$ cat src/rtl/fifo_2_axis_upsizer.sv
// Drains a FWFT FIFO of {user, last, data} words and packs RATIO words per wide
// AXI-Stream beat, with a registered output stage and an accepted-packet counter.
module fifo_2_axis_upsizer #(
  parameter int IN_WIDTH        = 32,
  parameter int RATIO           = 4,
  parameter int FIFO_DATA_WIDTH = IN_WIDTH + 2,
  parameter int AXIS_DATA_WIDTH = IN_WIDTH * RATIO,
  parameter int KEEP_WIDTH      = AXIS_DATA_WIDTH / 8,
  parameter int COUNT_WIDTH     = 16
) (
  input  logic                       clk,
  input  logic                       rst_n,
  input  logic [FIFO_DATA_WIDTH-1:0] i_fifo_data,
  input  logic                       i_fifo_not_empty,
  output logic                       o_fifo_r_stb,
  output logic [AXIS_DATA_WIDTH-1:0] o_axis_tdata,
  output logic [KEEP_WIDTH-1:0]      o_axis_tkeep,
  output logic                       o_axis_tuser,
  output logic                       o_axis_tlast,
  output logic                       o_axis_tvalid,
  input  logic                       i_axis_tready,
  output logic [COUNT_WIDTH-1:0]     o_pkt_count
);

  localparam int LANE_BYTES = IN_WIDTH / 8;
  localparam int IDX_W      = (RATIO > 1) ? $clog2(RATIO) : 1;
  localparam logic [IDX_W-1:0] LAST_IDX = IDX_W'(RATIO - 1);

  logic [AXIS_DATA_WIDTH-1:0] a_data;
  logic [KEEP_WIDTH-1:0]      a_keep;
  logic                       a_user;
  logic                       a_last;
  logic                       a_done;
  logic [IDX_W-1:0]           lane_idx;

  logic                xfer;
  logic                pop;
  logic [IN_WIDTH-1:0] w_data;
  logic                w_last;
  logic                w_user;

  assign w_data = i_fifo_data[IN_WIDTH-1:0];
  assign w_last = i_fifo_data[IN_WIDTH];
  assign w_user = i_fifo_data[IN_WIDTH+1];

  assign xfer = a_done & (~o_axis_tvalid | i_axis_tready);
  // rst_n gates the strobe so nothing is consumed while the datapath is held in reset
  assign pop  = rst_n & i_fifo_not_empty & (~a_done | xfer);
  assign o_fifo_r_stb = pop;

  always_ff @(posedge clk or negedge rst_n) begin
    if (!rst_n) begin
      a_data   <= '0;
      a_keep   <= '0;
      a_user   <= 1'b0;
      a_last   <= 1'b0;
      a_done   <= 1'b0;
      lane_idx <= '0;
    end else begin
      if (xfer) begin
        a_done <= 1'b0;
        a_data <= '0;
        a_keep <= '0;
      end
      // a pop in the transfer cycle lands in lane 0 and overrides the clear above
      if (pop) begin
        for (int k = 0; k < RATIO; k++) begin
          if (lane_idx == IDX_W'(k)) begin
            a_data[k*IN_WIDTH +: IN_WIDTH]     <= w_data;
            a_keep[k*LANE_BYTES +: LANE_BYTES] <= '1;
          end
        end
        if (lane_idx == '0) a_user <= w_user;
        if (lane_idx == LAST_IDX || w_last) begin
          a_done   <= 1'b1;
          a_last   <= w_last;
          lane_idx <= '0;
        end else begin
          lane_idx <= lane_idx + 1'b1;
        end
      end
    end
  end

  always_ff @(posedge clk or negedge rst_n) begin
    if (!rst_n) begin
      o_axis_tvalid <= 1'b0;
      o_axis_tdata  <= '0;
      o_axis_tkeep  <= '0;
      o_axis_tuser  <= 1'b0;
      o_axis_tlast  <= 1'b0;
      o_pkt_count   <= '0;
    end else begin
      if (xfer) begin
        o_axis_tvalid <= 1'b1;
        o_axis_tdata  <= a_data;
        o_axis_tkeep  <= a_keep;
        o_axis_tuser  <= a_user;
        o_axis_tlast  <= a_last;
      end else if (o_axis_tvalid && i_axis_tready) begin
        o_axis_tvalid <= 1'b0;
      end
      if (o_axis_tvalid && i_axis_tready && o_axis_tlast) begin
        o_pkt_count <= o_pkt_count + 1'b1;
      end
    end
  end

endmodule

$ cat config.mk
export PLATFORM = sky130hd
export DESIGN_NAME = fifo_2_axis_upsizer
export DESIGN_NICKNAME = d
export VERILOG_FILES = /design/src/rtl/fifo_2_axis_upsizer.sv
export SDC_FILE = /design/constraint.sdc
export NUM_CORES = 1
export LEC_CHECK = 0
export CORE_AREA = 8 8 152 168
export CTS_CLUSTER_SIZE = 28
export DETAILED_ROUTE_END_ITERATION = 10
export DIE_AREA = 0 0 160 176
export DONT_BUFFER_PORTS = 1
export PLACE_DENSITY = 0.71
export RECOVER_POWER = 25
export SLEW_MARGIN = 20
export SYNTH_ARGS = -nofsm -noshare
export SYNTH_HDL_FRONTEND = slang
export SYNTH_SLANG_ARGS = --single-unit
$ cat constraint.sdc
create_clock -name clk -period 2.7 [get_ports clk]
set_input_delay 0.135 -clock clk [delete_from_list [all_inputs] [get_ports clk]]
set_output_delay 0.135 -clock clk [all_outputs]
set_load 0.005 [all_outputs]
# Word level (Yosys, flattened, before mapping)
# Index checks and enable logic that the tools add are counted.
[op_classes]
add_sub_neg = 2
eq_ne = 3
mux = 18
bitwise_logic = 7
n_reduce_logical = 7
[ops]
columns = ["operator", "n"]
rows = [
  ["128-bit 2-to-1 mux", 2],
  ["32-bit 2-to-1 mux", 4],
  ["16-bit 2-to-1 mux", 2],
  ["16-bit by 1-bit adder with 16-bit output, second input constant", 1],
  ["4-bit 2-to-1 mux", 4],
  ["1-bit 2-to-1 mux", 5],
  ["2-bit equality test, second input constant", 2],
  ["2-bit AND reduction", 2],
  ["1-bit bitwise AND", 3],
  ["2-bit by 1-bit adder with 2-bit output, second input constant", 1],
  ["2-bit by 1-bit equality test with 1-bit output, second input constant", 1],
  ["1-bit logical AND", 2],
  ["2-bit logical NOT", 1],
  ["2-bit 2-to-1 mux", 1],
  ["1-bit inverter", 2],
  ["1-bit OR", 2],
  ["2-bit nonzero test", 1],
  ["1-bit logical OR", 1],
]
[word_totals]
register_bits = 312
out_inout_bits = 164
word_cells = 49

# Depth between registers and ports, before layout
[logic_depth]
depth_word = 6
depth_mapped = 8
mapped_depth_nobuf = 5

# Least setup slack after synthesis
# No wires, ideal clock.
[synth_path]
path_kind = "register -> register"
from = "register lane_idx[0]"
to = "register a_data[90]"
setup_ns = 0.118
t_arrival_ns = 1.386
required_time_ns = 2.582
setup_slack_ns = 1.196
path_stages_with_launch = 8
path_buffers = 2
period_less_slack_ns = 1.504
cell_sequence = "dfrtp_1 > inv_1 > ha_1 > clkbuf_1 > nand3_1 > clkbuf_1 > nand3_1 > nand2_1"
[synth_between]
elab_chain_len = 3
[synth_lines]
columns = ["element", "line_no", "text"]
rows = [
  ["start: declaration", "34", "logic [IDX_W-1:0] lane_idx;"],
  ["start signal: assignment", "79", "lane_idx <= lane_idx + 1'b1;"],
  ["2-bit equality test", "68", "if (lane_idx == IDX_W'(k)) begin"],
  ["32-bit 2-to-1 mux", "68", ""],
  ["128-bit 2-to-1 mux", "66", "if (pop) begin"],
  ["end signal: indexed assignment", "69", "a_data[k*IN_WIDTH +: IN_WIDTH] <= w_data;"],
  ["end: declaration", "29", "logic [AXIS_DATA_WIDTH-1:0] a_data;"],
]
# No other way between the ends.
# A chain may end at the register's enable or synchronous reset.

# Worst setup path after layout
[layout_path]
from = "register o_axis_tvalid"
to = "output port o_fifo_r_stb"
[layout_between]
elab_chain_len = 5
[layout_lines]
columns = ["element", "line_no", "text"]
rows = [
  ["start: declaration", "20", "output logic o_axis_tvalid,"],
  ["start signal: assignment", "87", "o_axis_tvalid <= 1'b0;"],
  ["start signal: assignment", "95", "o_axis_tvalid <= 1'b1;"],
  ["start signal: assignment", "101", "o_axis_tvalid <= 1'b0;"],
  ["1-bit inverter", "46", "assign xfer = a_done & (~o_axis_tvalid | i_axis_tready);"],
  ["1-bit OR", "46", ""],
  ["1-bit bitwise AND", "46", ""],
  ["1-bit OR", "48", "assign pop = rst_n & i_fifo_not_empty & (~a_done | xfer);"],
  ["1-bit bitwise AND", "48", ""],
  ["end: declaration", "15", "output logic o_fifo_r_stb,"],
]
# No other way between the ends.

==> run metrics <==
period utilization=79.1%; leak pwr=roughly 7 nW; Synth warnings=0; crit path buf inv count=1; EDFF count, synth=0; synthesized area=around 12,000 um^2; initial antenna violation count=0; fraction of layout cells with a size suffix above 1=between 20% and 30%; Worst slew margin=between 30% and 40%; FP Rows=between 50 and 60; CTS Buf Count=30; PwrDens=about 900 nW/um^2; worst path required time=around 2.6 ns; syn_area_per_cell=approximately 12 um^2; XOR/XNOR Fraction of Synth Area=1.07%; register area share after synthesis=between 60% and 70%; post-synthesis compound-gate area fraction=less than 1%; Worst-Skew Late Latency=about 0.54 ns; critical path cell sequence=nand3b_4, and2_4, buf_12; initial DRC count=467; GRT Resource Usage Total=19.8%; min-delay worst type=in2async; RSZ-0062 raised after global routing=false; placed cell area=between 10,000 and 15,000 um^2; # H-tree levels=1; Clock Path Buffers=3; VDD IR max=roughly 0.57 mV; crit path DAT=~2 ns; outcome=complete, but fails checks; clock sink count=about 310; commonest non-fill, non-tap cells in the layout=dfrtp_1 (312), nand3_1 (267), nand2_1 (163); clock-pin slew on the worst setup and hold paths=0.06 ns; Hold WS=-0.701 ns; fin area=between 10,000 and 15,000 um^2; CP delay by family, top=simple AND/OR/NAND/NOR gates; 1st-pass router iterations=4; Die Span X=~160 um; die area=~28,000 um^2; ant diodes=0; final core occ=roughly three fifths; Seq cells post-synth=roughly 310; mux contribution to synthesized area=between 10 and 15%; main flop type after synthesis=dfrtp_1; max-cap viol count=0; vias per inst=between 5 and 6; Mapped Cells=slightly above 1,000; CTS tree=done; worst slew pin tran=about 1.0 ns; CP startpoint kind=flop; post-DP HPWL=between 15,000 and 20,000 um; Crit path largest cell delay=between 0.4 and 0.5 ns; Clock Tree Root=clkbuf_16; asr flop ratio synth=100%; fmax=approximately 470 MHz; Final min period=2.14 ns; PortBufs=0; synth-to-layout area growth=12.9%; failing checks=negative hold slack; Reg-to-Reg End=o_axis_tkeep[13]; Core Region=between 20,000 and 25,000 um^2; total power=around 0.012 W; worst r2r path cells=4; Layout Nets=approximately 1,100; GP Congestion=0.744; launching point of the worst reg2reg path=o_axis_tvalid; reg2reg setup slack=just under 0.8 ns; number of global-route vias before repair=7,894; Via Count=~7,700; pin count of the biggest net entering global routing=roughly 320; Yosys cell types=25; Crit Path Max Fanout=between 60 and 70; final setup vio count=0; Avg WL per Cell=about 21 um; # IOs=~200; CTS Hold Bufs=37; Clock Skews=around 0.0074 ns; global-route wire length before repair=about 46,000 um; Crit Path Class=reg2out; Adder-Cell Fraction of Synth Area=less than 1%; commonest non-fill, non-tap cell in the layout=dfrtp_1; slowest CP cell=dfrtp_1; total gr overflow=0; TNS Setup=0 ns; Total Wirelength=between 20,000 and 30,000 um; Residual DRC=0; CP Capture Type=output port; main combinational cell family by area after synthesis=simple AND/OR/NAND/NOR gates; starting density of the core=54.2%; Routed Antenna Nets=0; Syn Nets=~1,100; Final Hold Violating Endpoints=around 310; cts repair resizes=0; simple-gate portion of the synthesized area=17.3%; Slew Limit Fails=0; Post CTS Setup Buffer Count=0; chip height=approximately 180 um
==> metal layers <==
metal  GRT usage [%]  wire [um]
met4            4.95        500
met1            25.2      11600
met5               0          0
met3            5.85       2410
met2            32.9      13700
==> Yosys cell counts (2+ instances only) <==
master	n	share of area, %
nand2_1	164	5.0
o21ai_0	3	0.12
mux2_2	148	14
buf_6	6	0.55
nand4_1	2	0.10
buf_2	19	0.77
ha_1	5	0.51
nor2_1	4	0.12
clkbuf_1	12	0.37
inv_1	3	0.092
and2_1	2	0.10
nand3_2	2	0.16
buf_4	27	1.7
xnor2_1	10	0.71
buf_1	12	0.37
nand2b_1	2	0.10
dfrtp_1	312	64
and3_1	4	0.20
xor2_1	5	0.36
nand3_1	270	11
==> power breakdown <==
part,internal [W],switching (W)
Sequential,0.00583,0.000925
Clock,0.00231,0.00169
Combinational,0.000877,0.000817
Total,0.00902,0.00343
==> logic make-up (layout without fill, tap and decap cells) <==
kind of cell,after synthesis,in the layout
flops,312,312
fa+ha+maj,5,5
simple gates,454,454
mux,148,148
xor+xnor,15,15
compound gates,4,4
buf+inv,79,114
==> how the worst max path moves through the flow <==
stage	from	to	slack, ns	cells after the start
4_1_cts	o_axis_tvalid	o_fifo_r_stb	0.54	3
6_report	o_axis_tvalid	o_fifo_r_stb	0.56	3
2_1_floorplan	lane_idx[0]	a_data[90]	1.20	7
3_5_place_dp	o_axis_tvalid	o_axis_tkeep[9]	0.75	4
3_3_place_gp	o_axis_tvalid	o_axis_tkeep[7]	0.78	4
5_1_grt	o_axis_tvalid	o_fifo_r_stb	0.48	3
==> registers in the layout (all words and copies together) (netlist names) <==
name	flops
a_data	128
o_axis_tdata	128
a_keep	16
o_axis_tkeep	16
o_pkt_count	16
lane_idx	2
a_done	1
a_last	1
a_user	1
o_axis_tlast	1
o_axis_tuser	1
o_axis_tvalid	1
==> area by class of cell <==
type                    count  area [um^2]
multi-input cells         626         4040
flip-flops and latches    312         7810
inverters                   3         11.3
well taps                 300          375
clock inverters            10         83.8
clock buffers              41          863
repair buffers             60          681
fillers                  1793         8780
==> stage by stage <==
| stage | cells | worst slack, ns |
|---|---|---|
| after floorplan | 1017 | 1.20 |
| after global placement | 1264 | 0.781 |
| after detailed placement | 1264 | 0.752 |
| after CTS | 1352 | 0.539 |
| after global routing | 1352 | 0.479 |
| final | 1352 | 0.563 |
Note: power is estimated with default switching activity, not from simulation.
